File: config.mk
export PLATFORM = sky130hd
export DESIGN_NAME = microsequencer
export DESIGN_NICKNAME = d
export VERILOG_FILES = /design/src/rtl/microsequencer_pkg.sv /design/src/rtl/instr_encoder.sv /design/src/rtl/microsequencer.sv
export SDC_FILE = /design/constraint.sdc
export NUM_CORES = 1
export LEC_CHECK = 0
export ABC_AREA = 1
export CELL_PAD_IN_SITES_DETAIL_PLACEMENT = 0
export CELL_PAD_IN_SITES_GLOBAL_PLACEMENT = 1
export CORE_MARGIN = 4
export CORE_UTILIZATION = 28
export CTS_CLUSTER_DIAMETER = 60
export DETAILED_ROUTE_END_ITERATION = 10
export PLACE_DENSITY_LB_ADDON = 0.1
export SLEW_MARGIN = 5
export SYNTH_ARGS = -nofsm -noshare
export SYNTH_HDL_FRONTEND = slang
export SYNTH_SLANG_ARGS = --single-unit
File: constraint.sdc
create_clock -name clk -period 1.7 [get_ports clk]
set_input_delay 0.34 -clock clk [delete_from_list [all_inputs] [get_ports clk]]
set_output_delay 0.34 -clock clk [all_outputs]
set_load 0.02 [all_outputs]
File: src/rtl/microsequencer_pkg.sv
// Shared microsequencer encodings: next-state modes, condition selects,
// MIPS opcode/funct values and the microstore entry points they dispatch to.
package microsequencer_pkg;

  typedef enum logic [2:0] {
    N_ENCODE   = 3'b000,
    N_JUMP     = 3'b001,
    N_INC      = 3'b010,
    N_BR_INC   = 3'b011,
    N_BR_ENC   = 3'b100,
    N_WAIT     = 3'b101,
    N_HOLD     = 3'b110,
    N_ZERO     = 3'b111
  } n_mode_e;

  typedef enum logic [1:0] {
    COND_MOC   = 2'b00,
    COND_ZERO  = 2'b01,
    COND_MET   = 2'b10,
    COND_FALSE = 2'b11
  } cond_sel_e;

  // One microstore control word, minus the target state (its width is a parameter).
  typedef struct packed {
    n_mode_e   mode;
    logic      inv;
    cond_sel_e sel;
  } ctrl_t;

  localparam logic [5:0] OP_RTYPE = 6'h00;
  localparam logic [5:0] OP_ADDI  = 6'h08;
  localparam logic [5:0] OP_ORI   = 6'h0D;
  localparam logic [5:0] OP_LUI   = 6'h0F;
  localparam logic [5:0] OP_LW    = 6'h23;
  localparam logic [5:0] OP_SW    = 6'h2B;
  localparam logic [5:0] OP_BEQ   = 6'h04;
  localparam logic [5:0] OP_BNE   = 6'h05;
  localparam logic [5:0] OP_J     = 6'h02;
  localparam logic [5:0] OP_JAL   = 6'h03;

  localparam logic [5:0] FN_ADD   = 6'h20;
  localparam logic [5:0] FN_ADDU  = 6'h21;
  localparam logic [5:0] FN_SUB   = 6'h22;
  localparam logic [5:0] FN_AND   = 6'h24;
  localparam logic [5:0] FN_OR    = 6'h25;
  localparam logic [5:0] FN_SLT   = 6'h2A;
  localparam logic [5:0] FN_JR    = 6'h08;

  localparam int ENC_W = 8;
  localparam logic [ENC_W-1:0] ST_FETCH = 8'd0;
  localparam logic [ENC_W-1:0] ST_ADD   = 8'd6;
  localparam logic [ENC_W-1:0] ST_JR    = 8'd11;
  localparam logic [ENC_W-1:0] ST_J     = 8'd12;
  localparam logic [ENC_W-1:0] ST_ADDU  = 8'd16;
  localparam logic [ENC_W-1:0] ST_ADDI  = 8'd17;
  localparam logic [ENC_W-1:0] ST_ORI   = 8'd18;
  localparam logic [ENC_W-1:0] ST_SUB   = 8'd19;
  localparam logic [ENC_W-1:0] ST_AND   = 8'd21;
  localparam logic [ENC_W-1:0] ST_OR    = 8'd22;
  localparam logic [ENC_W-1:0] ST_SLT   = 8'd23;
  localparam logic [ENC_W-1:0] ST_LUI   = 8'd30;
  localparam logic [ENC_W-1:0] ST_LW    = 8'd31;
  localparam logic [ENC_W-1:0] ST_SW    = 8'd36;
  localparam logic [ENC_W-1:0] ST_BEQ   = 8'd37;
  localparam logic [ENC_W-1:0] ST_BNE   = 8'd38;
  localparam logic [ENC_W-1:0] ST_JAL   = 8'd44;

endpackage

File: src/rtl/instr_encoder.sv
// Instruction decoder: maps the IR opcode/funct to a microstore entry state.
// Latency: purely combinational.
// Backpressure: none; the output follows ir continuously.
module instr_encoder
  import microsequencer_pkg::*;
#(
  parameter int STATE_W = 7
) (
  input  logic [31:0]        ir,
  output logic [STATE_W-1:0] enc_state
);

  logic [5:0]       opcode;
  logic [5:0]       funct;
  logic [ENC_W-1:0] entry;
  logic             unused_ir_bits;

  assign opcode         = ir[31:26];
  assign funct          = ir[5:0];
  assign unused_ir_bits = ^ir[25:6];

  always_comb begin
    entry = ST_FETCH;
    case (opcode)
      OP_RTYPE: begin
        case (funct)
          FN_ADD:  entry = ST_ADD;
          FN_ADDU: entry = ST_ADDU;
          FN_SUB:  entry = ST_SUB;
          FN_AND:  entry = ST_AND;
          FN_OR:   entry = ST_OR;
          FN_SLT:  entry = ST_SLT;
          FN_JR:   entry = ST_JR;
          default: entry = ST_FETCH;
        endcase
      end
      OP_ADDI: entry = ST_ADDI;
      OP_ORI:  entry = ST_ORI;
      OP_LUI:  entry = ST_LUI;
      OP_LW:   entry = ST_LW;
      OP_SW:   entry = ST_SW;
      OP_BEQ:  entry = ST_BEQ;
      OP_BNE:  entry = ST_BNE;
      OP_J:    entry = ST_J;
      OP_JAL:  entry = ST_JAL;
      default: entry = ST_FETCH;
    endcase
  end

  assign enc_state = STATE_W'(entry);

endmodule

File: src/rtl/microsequencer.sv
// Microprogram sequencer: selects the next microstore address every cycle.
// Latency: one cycle from control word / conditions to current_state.
// Backpressure: none; MOC waits stall in place and abort to state 0 after WAIT_LIMIT cycles.
module microsequencer
  import microsequencer_pkg::*;
#(
  parameter int STATE_W    = 7,
  parameter int WAIT_LIMIT = 15
) (
  input  logic               clk,
  input  logic               reset,
  input  logic [31:0]        ir,
  input  logic [2:0]         n_field,
  input  logic [STATE_W-1:0] cr_field,
  input  logic               inv,
  input  logic [1:0]         cond_sel,
  input  logic               moc,
  input  logic               alu_zero,
  input  logic               cond_met,
  output logic [STATE_W-1:0] current_state,
  output logic               mem_timeout
);

  localparam int CNT_W = (WAIT_LIMIT < 2) ? 1 : $clog2(WAIT_LIMIT + 1);
  localparam logic [CNT_W-1:0] LAST_WAIT = CNT_W'(WAIT_LIMIT - 1);

  ctrl_t              ctrl;
  logic               cond_raw;
  logic               cond;
  logic               waiting;
  logic               limit_hit;
  logic [STATE_W-1:0] enc_state;
  logic [STATE_W-1:0] state_inc;
  logic [STATE_W-1:0] next_state;
  logic [CNT_W-1:0]   wait_cnt;
  logic [CNT_W-1:0]   wait_cnt_nxt;

  assign ctrl = '{mode: n_mode_e'(n_field), inv: inv, sel: cond_sel_e'(cond_sel)};

  instr_encoder #(.STATE_W(STATE_W)) u_encoder (
    .ir        (ir),
    .enc_state (enc_state)
  );

  always_comb begin
    cond_raw = 1'b0;
    case (ctrl.sel)
      COND_MOC:   cond_raw = moc;
      COND_ZERO:  cond_raw = alu_zero;
      COND_MET:   cond_raw = cond_met;
      COND_FALSE: cond_raw = 1'b0;
      default:    cond_raw = 1'b0;
    endcase
  end

  assign cond      = cond_raw ^ ctrl.inv;
  assign state_inc = current_state + STATE_W'(1);

  // The limit is reached on the WAIT_LIMIT-th consecutive waiting cycle; cond arriving then still wins.
  assign waiting   = (ctrl.mode == N_WAIT) && !cond;
  assign limit_hit = waiting && (wait_cnt == LAST_WAIT);

  always_comb begin
    next_state = current_state;
    case (ctrl.mode)
      N_ENCODE: next_state = enc_state;
      N_JUMP:   next_state = cr_field;
      N_INC:    next_state = state_inc;
      N_BR_INC: next_state = cond ? cr_field : state_inc;
      N_BR_ENC: next_state = cond ? cr_field : enc_state;
      N_WAIT: begin
        if (cond)
          next_state = state_inc;
        else if (limit_hit)
          next_state = '0;
        else
          next_state = current_state;
      end
      N_HOLD:   next_state = current_state;
      N_ZERO:   next_state = '0;
      default:  next_state = '0;
    endcase
  end

  always_comb begin
    wait_cnt_nxt = '0;
    if (waiting && !limit_hit)
      wait_cnt_nxt = wait_cnt + CNT_W'(1);
  end

  always_ff @(posedge clk) begin
    if (reset) begin
      current_state <= '0;
      wait_cnt      <= '0;
      mem_timeout   <= 1'b0;
    end else begin
      current_state <= next_state;
      wait_cnt      <= wait_cnt_nxt;
      mem_timeout   <= limit_hit;
    end
  end

  always @(posedge clk) begin
    if (!reset)
      assert (!$isunknown(n_field));
  end

endmodule
==> summary.txt <==
fmax - 617 MHz
Die Height - 77.1 µm
post-route ant nets - 0
R2R Path Start - current_state[0]
Final #Nets - 360
WP data required - 1.36 ns
post-synthesis mux area share - 0
average size of a mapped cell - 5.87 µm²
setup ws final - 0.0796 ns
CP cell instances - clkdlybuf4s50_1
Sink Count - 12
Clock transition at path regs - 0.05 ns
Slew Limit Fails - 0
grt ovf - 0
Sequential Area - 240 µm²
routability cong. - 0.815
Die Footprint - 5950 µm²
Pre-Repair DR Iteration Count - 4
H-Tree Depth - 1
# setup viols final - 0
starting density of the core - 0.299
Top FF cell, synth - dfxtp_1
leading cell types by total area after synthesis - dfxtp_1 (18%), nand2_1 (17%), inv_1 (10%)
Post-synth EDFFs - 0
Synth Area in Simple Gates - 0.535
Synth Register Bits - 12
mapped cell area - 1340 µm²
core area - 4470 µm²
reg-to-reg slack, setup - 0.23 ns
vias per cell - 4.40
row cnt - 24
hold_sp - wait_cnt[0]
Yosys cell types - 28
area of the multi-input gates - 1070 µm²
die width - 77.1 µm
fillers - 476
top cell type by total area after synthesis - dfxtp_1
Synth top cells by count - nand2_1 (60), inv_1 (37), nor2_1 (31)
Hold Path End - wait_cnt[0]
CP Launch Point - current_state[2]
crit path buf inv count - 1
period utilisation layout - 0.953
most frequent cell after synthesis - nand2_1
Post-Route WL - 3.96 mm
worst skew pair latency - 0.24 ns
I/O Buffers - 37
slew margin rel. - 0.831
synthesis-to-finish area growth - 69.4%
worst r2r path cells - 9
XOR/XNOR Fraction of Synth Area - 0.0458
global-route wire length before repair - 6.50 mm
MaxCap Viol Count - 0
Peak VDD IR - 0.000405 V
main combinational cell family by area after synthesis - simple AND/OR/NAND/NOR gates
post-synth top area share - 0.180
type of destination of the critical path - output port
RR Endpoint - current_state[6]
routed length per instance - 11.1 µm
cell at the slowest stage of the critical path - clkdlybuf4s50_1
DP Area - 1980 µm²
status - complete, no violations
Ports - 58
drt first-iter violations - 46
CP Data Arrival Time - 1.28 ns
CTS tree - yes
Design Area, Final - 2270 µm²
PD cells - 443 nW/µm²
Worst Path Max Fanout - 5
Setup WS pre-CTS - -0.284 ns
hold path depth - 1
Leak Pwr - 1.25 nW
slowest stage delay, CP - 0.64 ns
largest net degree at the start of global routing - 8
initial antenna violation count - 0
CTS buffer count - 3
post-route minimum period - 1.62 ns
ant diodes - 0
GRT Total Usage - 0.130
area share of fa/ha/maj cells after synthesis - 0.0281
Worst-Margin Slew - 0.252 ns
post-DP HPWL - 3.04 mm
Crit Path Category - reg2out
final-report hold violation count - 0
Root Buffer - clkbuf_8
Async SR Flop Fraction - 0
post-synthesis compound-gate area fraction - 0.0935
Post-Syn Nets - 281
Via Count - 1574
fraction of layout cells with a size suffix above 1 - 0.314
DRC - 0
synth warn - 0
Final Skew - 0.00286 ns
vias in the first global route - 1491
Crit path max-delay family - buffers and inverters
Max clock buf depth - 2
Cells after Synth - 228
post-synthesis sequential area ratio - 0.180
Post-CTS Hold Buffers - 0
min-delay worst type - reg2reg
CP Launch Type - register
[layer usage]
layer  share of wire  wire, µm  global-route usage  vias to the layer above
met5               0         0                   0                        -
met4          0.0083        33              0.0320                        0
met3           0.035       138              0.0199                        4
met2            0.45      1790               0.206                       32
met1            0.50      2000               0.184                      668
li1                -         -                   -                      870
[cell families after synthesis]
group,count (synthesis)
AO/OA/AOI/OAI,20
XOR/XNOR,7
flip-flops,12
AND/OR/NAND/NOR,144
adder cells (fa/ha/maj),3
buffers and inverters,42
[what timing repair did]
| action | CTS | global route |
|---|---|---|
| gates cloned | 1 | 0 |
| endpoints found under the hold margin | 0 | 0 |
| endpoints found under the setup margin | 3 | 13 |
| resized for setup | 14 | 42 |
| setup buffers | 4 | 4 |
| pin swaps | 19 | 21 |
[placed cells by master (no fill, tap or decap)]
cell and count:
xor2_1 5, nor2_2 6, a21boi_2 1, o22ai_1 2
o21bai_1 1, clkdlybuf4s50_1 16, xnor2_1 2, nand3_2 9
buf_4 35, inv_2 7, inv_1 35, dfxtp_1 12
nor3_2 3, nand3_4 2, o21ai_2 1, clkbuf_8 4
a21oi_2 2, a22oi_2 1, nand2_1 54, a21oi_1 2
nand4_1 3, o21ai_0 4, ha_1 3, buf_6 1
nand3b_4 1, nand2_4 3, dlygate4sd2_1 6, o211ai_2 1
nor2_4 8, a31oi_1 1, nand2_2 10, nor3_1 2
a21boi_1 1, dlymetal6s2s_1 15, o21ai_1 3, nor2_1 26
nand3_1 17, nand2_8 1
[worst max-delay path by stage]
stage | depth (start not counted) | slack [ns] | to
CTS | 13 | -0.002 | current_state[0]
global route | 12 | -0.003 | current_state[3]
finish | 1 | 0.08 | current_state[2]
floorplan | 9 | 0.17 | current_state[6]
global placement | 11 | -0.27 | current_state[3]
detailed placement | 12 | -0.28 | current_state[0]
[report_power, final]
group	switching, mW	total, mW	internal (mW)
registers	0.0136	0.306	0.293
logic	0.200	0.387	0.187
clock network	0.106	0.310	0.205
total	0.319	1.00	0.685
[area by class of cell]
| type | instances | share of cell area |
|---|---|---|
| multi-input combinational | 175 | 0.474 |
| sequential | 12 | 0.106 |
| tap | 52 | 0.0287 |
| timing repair buffer | 73 | 0.298 |
| clock buffer | 4 | 0.0243 |
| inverter | 42 | 0.0696 |
[sequential cells by signal, indices dropped and copies added (netlist names)]
signal and cells:
wait_cnt 4, current_state 7, mem_timeout 1
[metrics by stage]
stage / power, mW / utilization / setup TNS (ns) / hold slack, ns / instances
2_1_floorplan: 0.477 / - / 0 / 0.409 / 228
3_3_place_gp: 0.662 / 0.443 / -2.57 / 0.450 / 345
3_5_place_dp: 0.662 / 0.443 / -2.69 / 0.453 / 345
4_1_cts: 0.995 / 0.469 / -0.00161 / 0.466 / 354
5_1_grt: 1.08 / 0.506 / -0.00336 / 0.506 / 358
6_report: 1.00 / 0.506 / 0 / 0.456 / 358
No activity file was read; power rests on OpenSTA's default activity.
